[config.mk]
export PLATFORM = sky130hd
export DESIGN_NAME = uart_rx_byte
export DESIGN_NICKNAME = d
export VERILOG_FILES = /design/src/rtl/uart_rx_byte.sv
export SDC_FILE = /design/constraint.sdc
export NUM_CORES = 1
export LEC_CHECK = 0
export BUFFER_PORTS_ARGS = -buffer_cell sky130_fd_sc_hd__buf_2
export CORE_MARGIN = 4
export CORE_UTILIZATION = 40
export DETAILED_ROUTE_END_ITERATION = 7
export PLACE_DENSITY = 0.59
export RECOVER_POWER = 50
export SLEW_MARGIN = 20
export SYNTH_ARGS = -nofsm -noshare
export SYNTH_HDL_FRONTEND = slang
export SYNTH_SLANG_ARGS = --single-unit
[constraint.sdc]
create_clock -name clk -period 2.2 [get_ports clk]
set_input_delay 0.33 -clock clk [delete_from_list [all_inputs] [get_ports clk]]
set_output_delay 0.33 -clock clk [all_outputs]
set_load 0.02 [all_outputs]
[src/rtl/uart_rx_byte.sv]
// uart_rx_byte: 8N1 UART receiver, LSB first, mid-bit sampling.
// Returns each byte with a one-cycle rx_valid strobe and flags a low stop bit
// with a one-cycle frame_err strobe.
// Optional build macro UART_RX_PARITY_EN: expects an even-parity bit between
// D7 and the stop bit and adds the parity_err strobe output.
module uart_rx_byte #(
    parameter int CLK_FREQ = 50_000_000,
    parameter int BAUD     = 9600
) (
    input  logic       clk,
    input  logic       rst,
    input  logic       rx,
    output logic [7:0] rx_data,
    output logic       rx_valid,
    output logic       frame_err,
`ifdef UART_RX_PARITY_EN
    output logic       parity_err,
`endif
    output logic       rx_busy
);

    localparam int BIT_CNT  = CLK_FREQ / BAUD;
    localparam int HALF_CNT = BIT_CNT / 2;
    localparam int CW       = $clog2(BIT_CNT);
    localparam logic [CW-1:0] BIT_LAST  = CW'(BIT_CNT - 1);
    localparam logic [CW-1:0] HALF_LAST = CW'(HALF_CNT - 1);

    typedef enum logic [2:0] {
        ST_IDLE,
        ST_START,
        ST_DATA,
`ifdef UART_RX_PARITY_EN
        ST_PARITY,
`endif
        ST_STOP,
        ST_WAIT_HI
    } state_t;

    state_t          state_reg, state_next;
    logic [CW-1:0]   cnt_reg, cnt_next;
    logic [2:0]      idx_reg, idx_next;
    logic [7:0]      shift_reg, shift_next;
    logic [7:0]      data_reg, data_next;
    logic            valid_reg, valid_next;
    logic            ferr_reg, ferr_next;
`ifdef UART_RX_PARITY_EN
    logic            par_reg, par_next;
    logic            perr_reg, perr_next;
`endif

    // sync_reg[1] is the synchronized line; sync_reg[2] is its previous value
    logic [2:0] sync_reg;
    logic       rx_sync;
    logic       rx_fall;

    assign rx_sync = sync_reg[1];
    assign rx_fall = sync_reg[2] & ~sync_reg[1];

    // Two-flop synchronizer plus edge-detect flop; resets to idle-high
    always_ff @(posedge clk) begin
        if (rst) begin
            sync_reg <= 3'b111;
        end else begin
            sync_reg <= {sync_reg[1:0], rx};
        end
    end

    // FSM state, baud counter, shift register and output strobes
    always_ff @(posedge clk) begin
        if (rst) begin
            state_reg <= ST_IDLE;
            cnt_reg   <= '0;
            idx_reg   <= '0;
            shift_reg <= '0;
            data_reg  <= '0;
            valid_reg <= 1'b0;
            ferr_reg  <= 1'b0;
`ifdef UART_RX_PARITY_EN
            par_reg   <= 1'b0;
            perr_reg  <= 1'b0;
`endif
        end else begin
            state_reg <= state_next;
            cnt_reg   <= cnt_next;
            idx_reg   <= idx_next;
            shift_reg <= shift_next;
            data_reg  <= data_next;
            valid_reg <= valid_next;
            ferr_reg  <= ferr_next;
`ifdef UART_RX_PARITY_EN
            par_reg   <= par_next;
            perr_reg  <= perr_next;
`endif
        end
    end

    // Next-state logic: sample at mid-start, then every full bit period
    always_comb begin
        state_next = state_reg;
        cnt_next   = cnt_reg + 1'b1;
        idx_next   = idx_reg;
        shift_next = shift_reg;
        data_next  = data_reg;
        valid_next = 1'b0;
        ferr_next  = 1'b0;
`ifdef UART_RX_PARITY_EN
        par_next   = par_reg;
        perr_next  = 1'b0;
`endif
        case (state_reg)
            ST_IDLE: begin
                cnt_next = '0;
                if (rx_fall) begin
                    state_next = ST_START;
                end
            end
            ST_START: begin
                if (cnt_reg == HALF_LAST) begin
                    cnt_next = '0;
                    if (rx_sync) begin
                        // line back high at mid-start: treat as a glitch
                        state_next = ST_IDLE;
                    end else begin
                        state_next = ST_DATA;
                        idx_next   = '0;
                    end
                end
            end
            ST_DATA: begin
                if (cnt_reg == BIT_LAST) begin
                    cnt_next            = '0;
                    shift_next[idx_reg] = rx_sync;
                    idx_next            = idx_reg + 3'd1;
                    if (idx_reg == 3'd7) begin
`ifdef UART_RX_PARITY_EN
                        state_next = ST_PARITY;
`else
                        state_next = ST_STOP;
`endif
                    end
                end
            end
`ifdef UART_RX_PARITY_EN
            ST_PARITY: begin
                if (cnt_reg == BIT_LAST) begin
                    cnt_next   = '0;
                    par_next   = rx_sync;
                    state_next = ST_STOP;
                end
            end
`endif
            ST_STOP: begin
                if (cnt_reg == BIT_LAST) begin
                    cnt_next = '0;
                    if (!rx_sync) begin
                        // low stop bit: wait for the line to go high before rearming
                        ferr_next  = 1'b1;
                        state_next = ST_WAIT_HI;
`ifdef UART_RX_PARITY_EN
                    end else if ((^shift_reg) != par_reg) begin
                        perr_next  = 1'b1;
                        state_next = ST_IDLE;
`endif
                    end else begin
                        // back to IDLE at mid-stop so a zero-gap start bit is caught
                        data_next  = shift_reg;
                        valid_next = 1'b1;
                        state_next = ST_IDLE;
                    end
                end
            end
            ST_WAIT_HI: begin
                cnt_next = '0;
                if (rx_sync) begin
                    state_next = ST_IDLE;
                end
            end
            default: begin
                cnt_next   = '0;
                state_next = ST_IDLE;
            end
        endcase
    end

    assign rx_data   = data_reg;
    assign rx_valid  = valid_reg;
    assign frame_err = ferr_reg;
    assign rx_busy   = (state_reg != ST_IDLE);
`ifdef UART_RX_PARITY_EN
    assign parity_err = perr_reg;
`endif

endmodule

==> results of run 1 <==
==> cell usage after synthesis, types with 3 or more instances <==
library cell   n  share of area
and4bb_2       4          0.026
nand2_1       15          0.029
ha_1           3          0.020
xnor2_1        9          0.041
nand3_1       10          0.026
nor3_1         4          0.010
dfxtp_1       40           0.42
buf_2          6          0.016
nand4_1        4          0.013
nor2_1        29          0.057
inv_1          6          0.012
nand4b_1       3          0.014
a31oi_1        3         0.0098
or2_2          3         0.0098
mux2i_1       16          0.083
==> cells in the final DEF (no fill, tap or decap), types with 3 or more instances in the layout <==
master	count
nand4b_1	3
ha_1	3
nand4_1	4
mux2i_1	16
nor3_1	4
clkbuf_1	12
bufinv_16	3
xnor2_1	9
or2_2	3
and4bb_2	3
inv_1	6
nor2_1	29
clkbuf_8	5
a31oi_1	3
nand2_1	15
nand3_1	10
dfxtp_1	40
==> worst paths after layout <==
kind / cells after the start / end / slack, ps
max: 5 / shift_reg[2]$_SDFFE_PP0P_ / 310
max reg2reg: 5 / shift_reg[2]$_SDFFE_PP0P_ / 310
min: 2 / sync_reg[0]$_SDFF_PP1_ / 220
min reg2reg: 1 / sync_reg[1]$_SDFF_PP1_ / 410
==> cell families after synthesis <==
logic type      count (synthesis)  synth area share
flops                          40             0.417
xor+xnor                       11            0.0501
fa+ha+maj                       3            0.0195
simple gates                   91             0.298
mux                            16            0.0833
compound gates                 17            0.0859
buf+inv                        17            0.0469
==> area by class of cell <==
type / instances / area, um^2
tap: 52 / 65.1
multi-input combinational: 138 / 1030
clock buffer: 5 / 68.8
sequential: 40 / 801
fill: 429 / 2360
inverter: 7 / 26.3
timing repair buffer: 15 / 62.6
clock inverter: 3 / 90.1
==> power by group <==
group / leakage, nW / switching (mW) / internal [mW]
clock: 0.0784 / 0.253 / 0.567
combinational: 0.400 / 0.0667 / 0.0390
sequential: 0.323 / 0.0173 / 0.735
total: 0.801 / 0.337 / 1.34
==> through the flow <==
stage	setup WS (ps)	hold slack, ps	area (um^2)	std cells
4_1_cts	298	207	2160	260
6_report	306	219	2140	260
2_1_floorplan	434	389	1920	195
3_3_place_gp	368	392	2000	252
3_5_place_dp	320	394	2000	252
5_1_grt	129	210	2140	260
==> worst max-delay path, cell delays in order, from the launching register on <==
cell      delay [ps]
dfxtp_1          390
ha_1             290
and4bb_2         280
and4_1           410
and4bb_2         280
mux2i_1          170
==> metal layers <==
| layer | GRT usage | routed length [um] |
|---|---|---|
| met2 | 0.206 | 1710 |
| met4 | 0.0534 | 56 |
| met3 | 0.0457 | 161 |
| met5 | 0 | 0 |
| met1 | 0.164 | 1650 |
==> flow_summary.yaml, run 1 <==
run_status:
  status: "completed"
sta:
  finalCritPeriodShare: 0.861
  final-setup-viol-count: 0
  worst_slew_pin_slew_ps: 737
  fin_tns_setup_ps: 0
  fin_crit_ps: 1890
  rsz0062_at_grt: "no"
  hold_viol: 0
  drv_slew: 0
  clock_skew_ps: 8.09
  fmaxAchievable_ghz: 0.528
  relSlewSlack: 0.509
cts:
  clk_pin_slew_worst_paths_ps: 70
  cts.repair.resized: 0
  root_buffer: "clkbuf_8"
  cts_sinks: 40
  cts_tree: "done"
  cts_max_path_buffers: 2
  cts_buffers: 5
  clkLatencyLatePin_ps: 290
  cts.htree.levels: 2
  postCtsHoldBufs: 0
  cts_setup_buffers: 0
grt:
  grt-ovfl-total: 0
  grt_antenna_before_repair: 0
  grt_start_max_net_pins: 16
  grt_pass1_vias: 1295
  grtUsageTotal: 0.131
  grt_pass1_wl_mm: 6.23
die:
  row_count: 24
  ioPinCount: 14
  die_height_um: 77.3
  die_area_um2: 5980
  initial_core_util: 0.427
  core_area_um2: 4500
  die_w_um: 77.3
logic_synthesis:
  yosysWarnings: 0
  ys_seq_area_frac: 0.417
  async_flop_share: 0
  ys_ff_latch: 40
  synthFlopType: "dfxtp_1"
  synth_area_um2: 1920
  yosysUniqueCellTypes: 47
  synth_edf_count: 0
  syn-instance-count: 195
  synth.net_count: 201
  avgSynthCellArea_um2: 9.86
worst_setup_path:
  cp-start-kind: "flip-flop"
  cp.arrival_ps: 2110
  criticalPathCategory: "reg -> reg"
  cp-startpoint: "cnt_reg[0]$_SDFF_PP0_"
  cp-end-kind: "flip-flop"
  crit_required_ps: 2420
  r2r-start: "cnt_reg[0]$_SDFF_PP0_"
  cp_max_fo: 11
layout:
  nNetsFinal: 213
  largest_register_ffs: 13
  antenna_cells: 0
  finish.utilization: 0.476
  areaGrowthSynthToFinish_pct: 11.6
  layout-drive-gt1-share: 0.130
route:
  dr.pass1.iters: 4
  drt_wl_total_mm: 3.59
  drc: 0
  drt_iter0_markers: 143
  vias_per_cell: 5.41
  drtAntennaViolNets: 0
  vias: 1406
  wire_per_inst_um: 13.8
power_and_ir_drop:
  leakagePower_nw: 0.801
  finalPower_mw: 1.68
  p_per_area_nw_per_um2: 782
  vdd_drop_max_uv: 278
worst_hold_path:
  hold_start: "rx"
  min_path_type: "in -> reg"
placement:
  io_buffers: 13
  globalplace.congestion: 0.834
  dp_hpwl_mm: 2.55
run:
  maxCapViolCount: 0
Power figures use the tool's default switching activity.
==> run 2, diff against run 1 <==
--- a/config.mk
+++ b/config.mk
@@ -7,9 +7,9 @@
 export LEC_CHECK = 0
 export BUFFER_PORTS_ARGS = -buffer_cell sky130_fd_sc_hd__buf_2
 export CORE_MARGIN = 4
-export CORE_UTILIZATION = 40
+export CORE_UTILIZATION = 53
 export DETAILED_ROUTE_END_ITERATION = 7
-export PLACE_DENSITY = 0.59
+export PLACE_DENSITY = 0.76
 export RECOVER_POWER = 50
 export SLEW_MARGIN = 20
 export SYNTH_ARGS = -nofsm -noshare
==> constraint.sdc (replaced) <==
create_clock -name clk -period 1.5 [get_ports clk]
set_input_delay 0.225 -clock clk [delete_from_list [all_inputs] [get_ports clk]]
set_output_delay 0.225 -clock clk [all_outputs]
set_load 0.02 [all_outputs]
==> run 2 against run 1 <==
First-iteration DRC count fell by 17%. Non-clock buffer count is 44 higher. Sequential share of layout area down 5.1 points. Worst setup slack lost 490 ps. Maximum frequency increased by 13%. Critical path depth is the same. Register-to-register slack got worse by 490 ps. Via count rose by 21%. Count of clock-buffer cells in the layout did not move. The flow now finishes with violations (setup timing). Critical path type unchanged. Total power is 17% higher. Highest routed layer unchanged. Largest power group is now sequential cells.
==> flow_summary.yaml, run 2 (synthesized netlist as in run 1, its figures left out) <==
run_status:
  status: "complete, but fails checks"
  violations: "setup timing"
route:
  drt_wl_total_mm: 4.91
  vias_per_cell: 5.71
  wire_per_inst_um: 16.5
  drtAntennaViolNets: 0
  vias: 1702
  drc: 0
  drt_iter0_markers: 118
  dr.pass1.iters: 4
sta:
  hold_viol: 0
  drv_slew: 0
  rsz0062_at_grt: "yes"
  fmaxAchievable_ghz: 0.595
  final-setup-viol-count: 24
  fin_crit_ps: 1680
  fin_tns_setup_ps: -2290
  finalCritPeriodShare: 1.12
  setup_ws_ps: -181
  worst_slew_pin_slew_ps: 420
  relSlewSlack: 0.720
  clock_skew_ps: 18.0
power_and_ir_drop:
  p_per_area_nw_per_um2: 769
  switchingPower_uw: 553
  power_frac_clock: 0.278
  power_frac_comb: 0.161
  pwr-share-seq: 0.561
  vdd_drop_max_uv: 588
  swShare: 0.281
  intPower_mw: 1.41
  leakagePower_nw: 1.07
layout:
  layout-drive-gt1-share: 0.468
  fillers: 215
  nNetsFinal: 257
  antenna_cells: 0
  finish.utilization: 0.749
  stdcell_area_um2: 2560
  areaGrowthSynthToFinish_pct: 33.2
  layout_common_cells: "45 x buf_4, 26 x dfxtp_1, 22 x nor2_1, 16 x mux2i_1, 15 x nand2_1"
  layout_commonest_cell: "buf_4"
  largest_register_ffs: 13
grt:
  grt_pass1_vias: 1640
  grtUsageTotal: 0.223
  grt_start_max_net_pins: 15
  grt-ovfl-total: 0
  grt_antenna_before_repair: 0
  grt_pass1_wl_mm: 7.66
cts:
  clk_pin_slew_worst_paths_ps: 100
  postCtsHoldBufs: 0
  root_buffer: "clkbuf_4"
  cts_buffers: 5
  cts_tree: "done"
  clkLatencyLatePin_ps: 370
  cts_max_path_buffers: 2
  cts.htree.levels: 2
  cts_sinks: 40
worst_setup_path:
  crit_required_ps: 1750
  cp-start-kind: "flip-flop"
  cp_max_fo: 4
  cp.arrival_ps: 1930
  criticalPathCategory: "reg -> reg"
  cp-end-kind: "flip-flop"
placement:
  placed_cell_area_um2: 2280
  globalplace.congestion: 0.820
  io_buffers: 13
  post-place-ws_ps: -137
  dp_hpwl_mm: 3.13
die:
  initial_core_util: 0.563
  die_w_um: 68.2
  row_count: 21
  ioPinCount: 14
  die_height_um: 68.2
  die_area_um2: 4650
  core_area_um2: 3420
run:
  maxCapViolCount: 0
worst_hold_path:
  min_path_type: "in -> reg"
[run 2: cell types whose count changed in the layout (fill, tap and decap cells not counted), sizes merged]
cell,change
clkbuf,-13
clkinv,+3
bufinv,-3
buf,+57
[run 2: worst max-delay path: stages, from the launching register on]
cell and delay (ps):
dfxtp_2 370, ha_4 150, and4bb_2 330, a31oi_4 120, o311a_1 390, a41o_1 220
[run 2: path summary, 6_finish.rpt]
| check | from | end | slack [ps] | cells past startpoint |
|---|---|---|---|---|
| max | cnt_reg[0]$_SDFF_PP0_ | state_reg[0]$_SDFFE_PP0P_ | -180 | 5 |
| min | rx | sync_reg[0]$_SDFF_PP1_ | 50 | 2 |
| max reg2reg | cnt_reg[0]$_SDFF_PP0_ | state_reg[0]$_SDFFE_PP0P_ | -180 | 5 |
| min reg2reg | sync_reg[0]$_SDFF_PP1_ | sync_reg[1]$_SDFF_PP1_ | 430 | 1 |
[run 2: stage by stage]
step	std cells	hold WS [ps]	total power [mW]
3_5_place_dp	280	413	1.38
6_report	298	54.0	1.97
3_3_place_gp	280	394	1.36
4_1_cts	293	48.2	1.95
2_1_floorplan	195	329	1.25
5_1_grt	298	48.3	2.05
[run 2: final cells by class]
class                           count  area (um^2)  area share
Clock buffer                        5         37.5      0.0147
Multi-Input combinational cell    138         1160       0.455
Tap cell                           46         57.6      0.0225
Sequential cell                    40          826       0.323
Clock inverter                      3         18.8     0.00733
Timing Repair Buffer               59          429       0.168
Inverter                            7         26.3      0.0103
[run 2: power by group through the flow]
stage | combinational [mW] | clock (mW) | sequential, mW
after floorplan | 0.126 | 0 | 1.12
after global placement | 0.241 | 0 | 1.12
after detailed placement | 0.253 | 0 | 1.12
after CTS | 0.297 | 0.557 | 1.10
after global routing | 0.340 | 0.600 | 1.11
final | 0.316 | 0.547 | 1.10
[run 2: what timing repair did]
| item | CTS | global route |
|---|---|---|
| setup buffers | 5 | 6 |
| gates resized for setup | 22 | 23 |
| endpoints found under the setup margin | 36 | 33 |
| pin swaps | 6 | 10 |
[run 2: metal layers]
metal,part of all wire,global-route usage,up-vias,routed length (um)
met5,0,0,-,0
met4,0.030,0.0943,0,146
met3,0.047,0.0640,19,231
met2,0.51,0.397,54,2520
met1,0.41,0.245,821,2010
li1,-,-,808,-
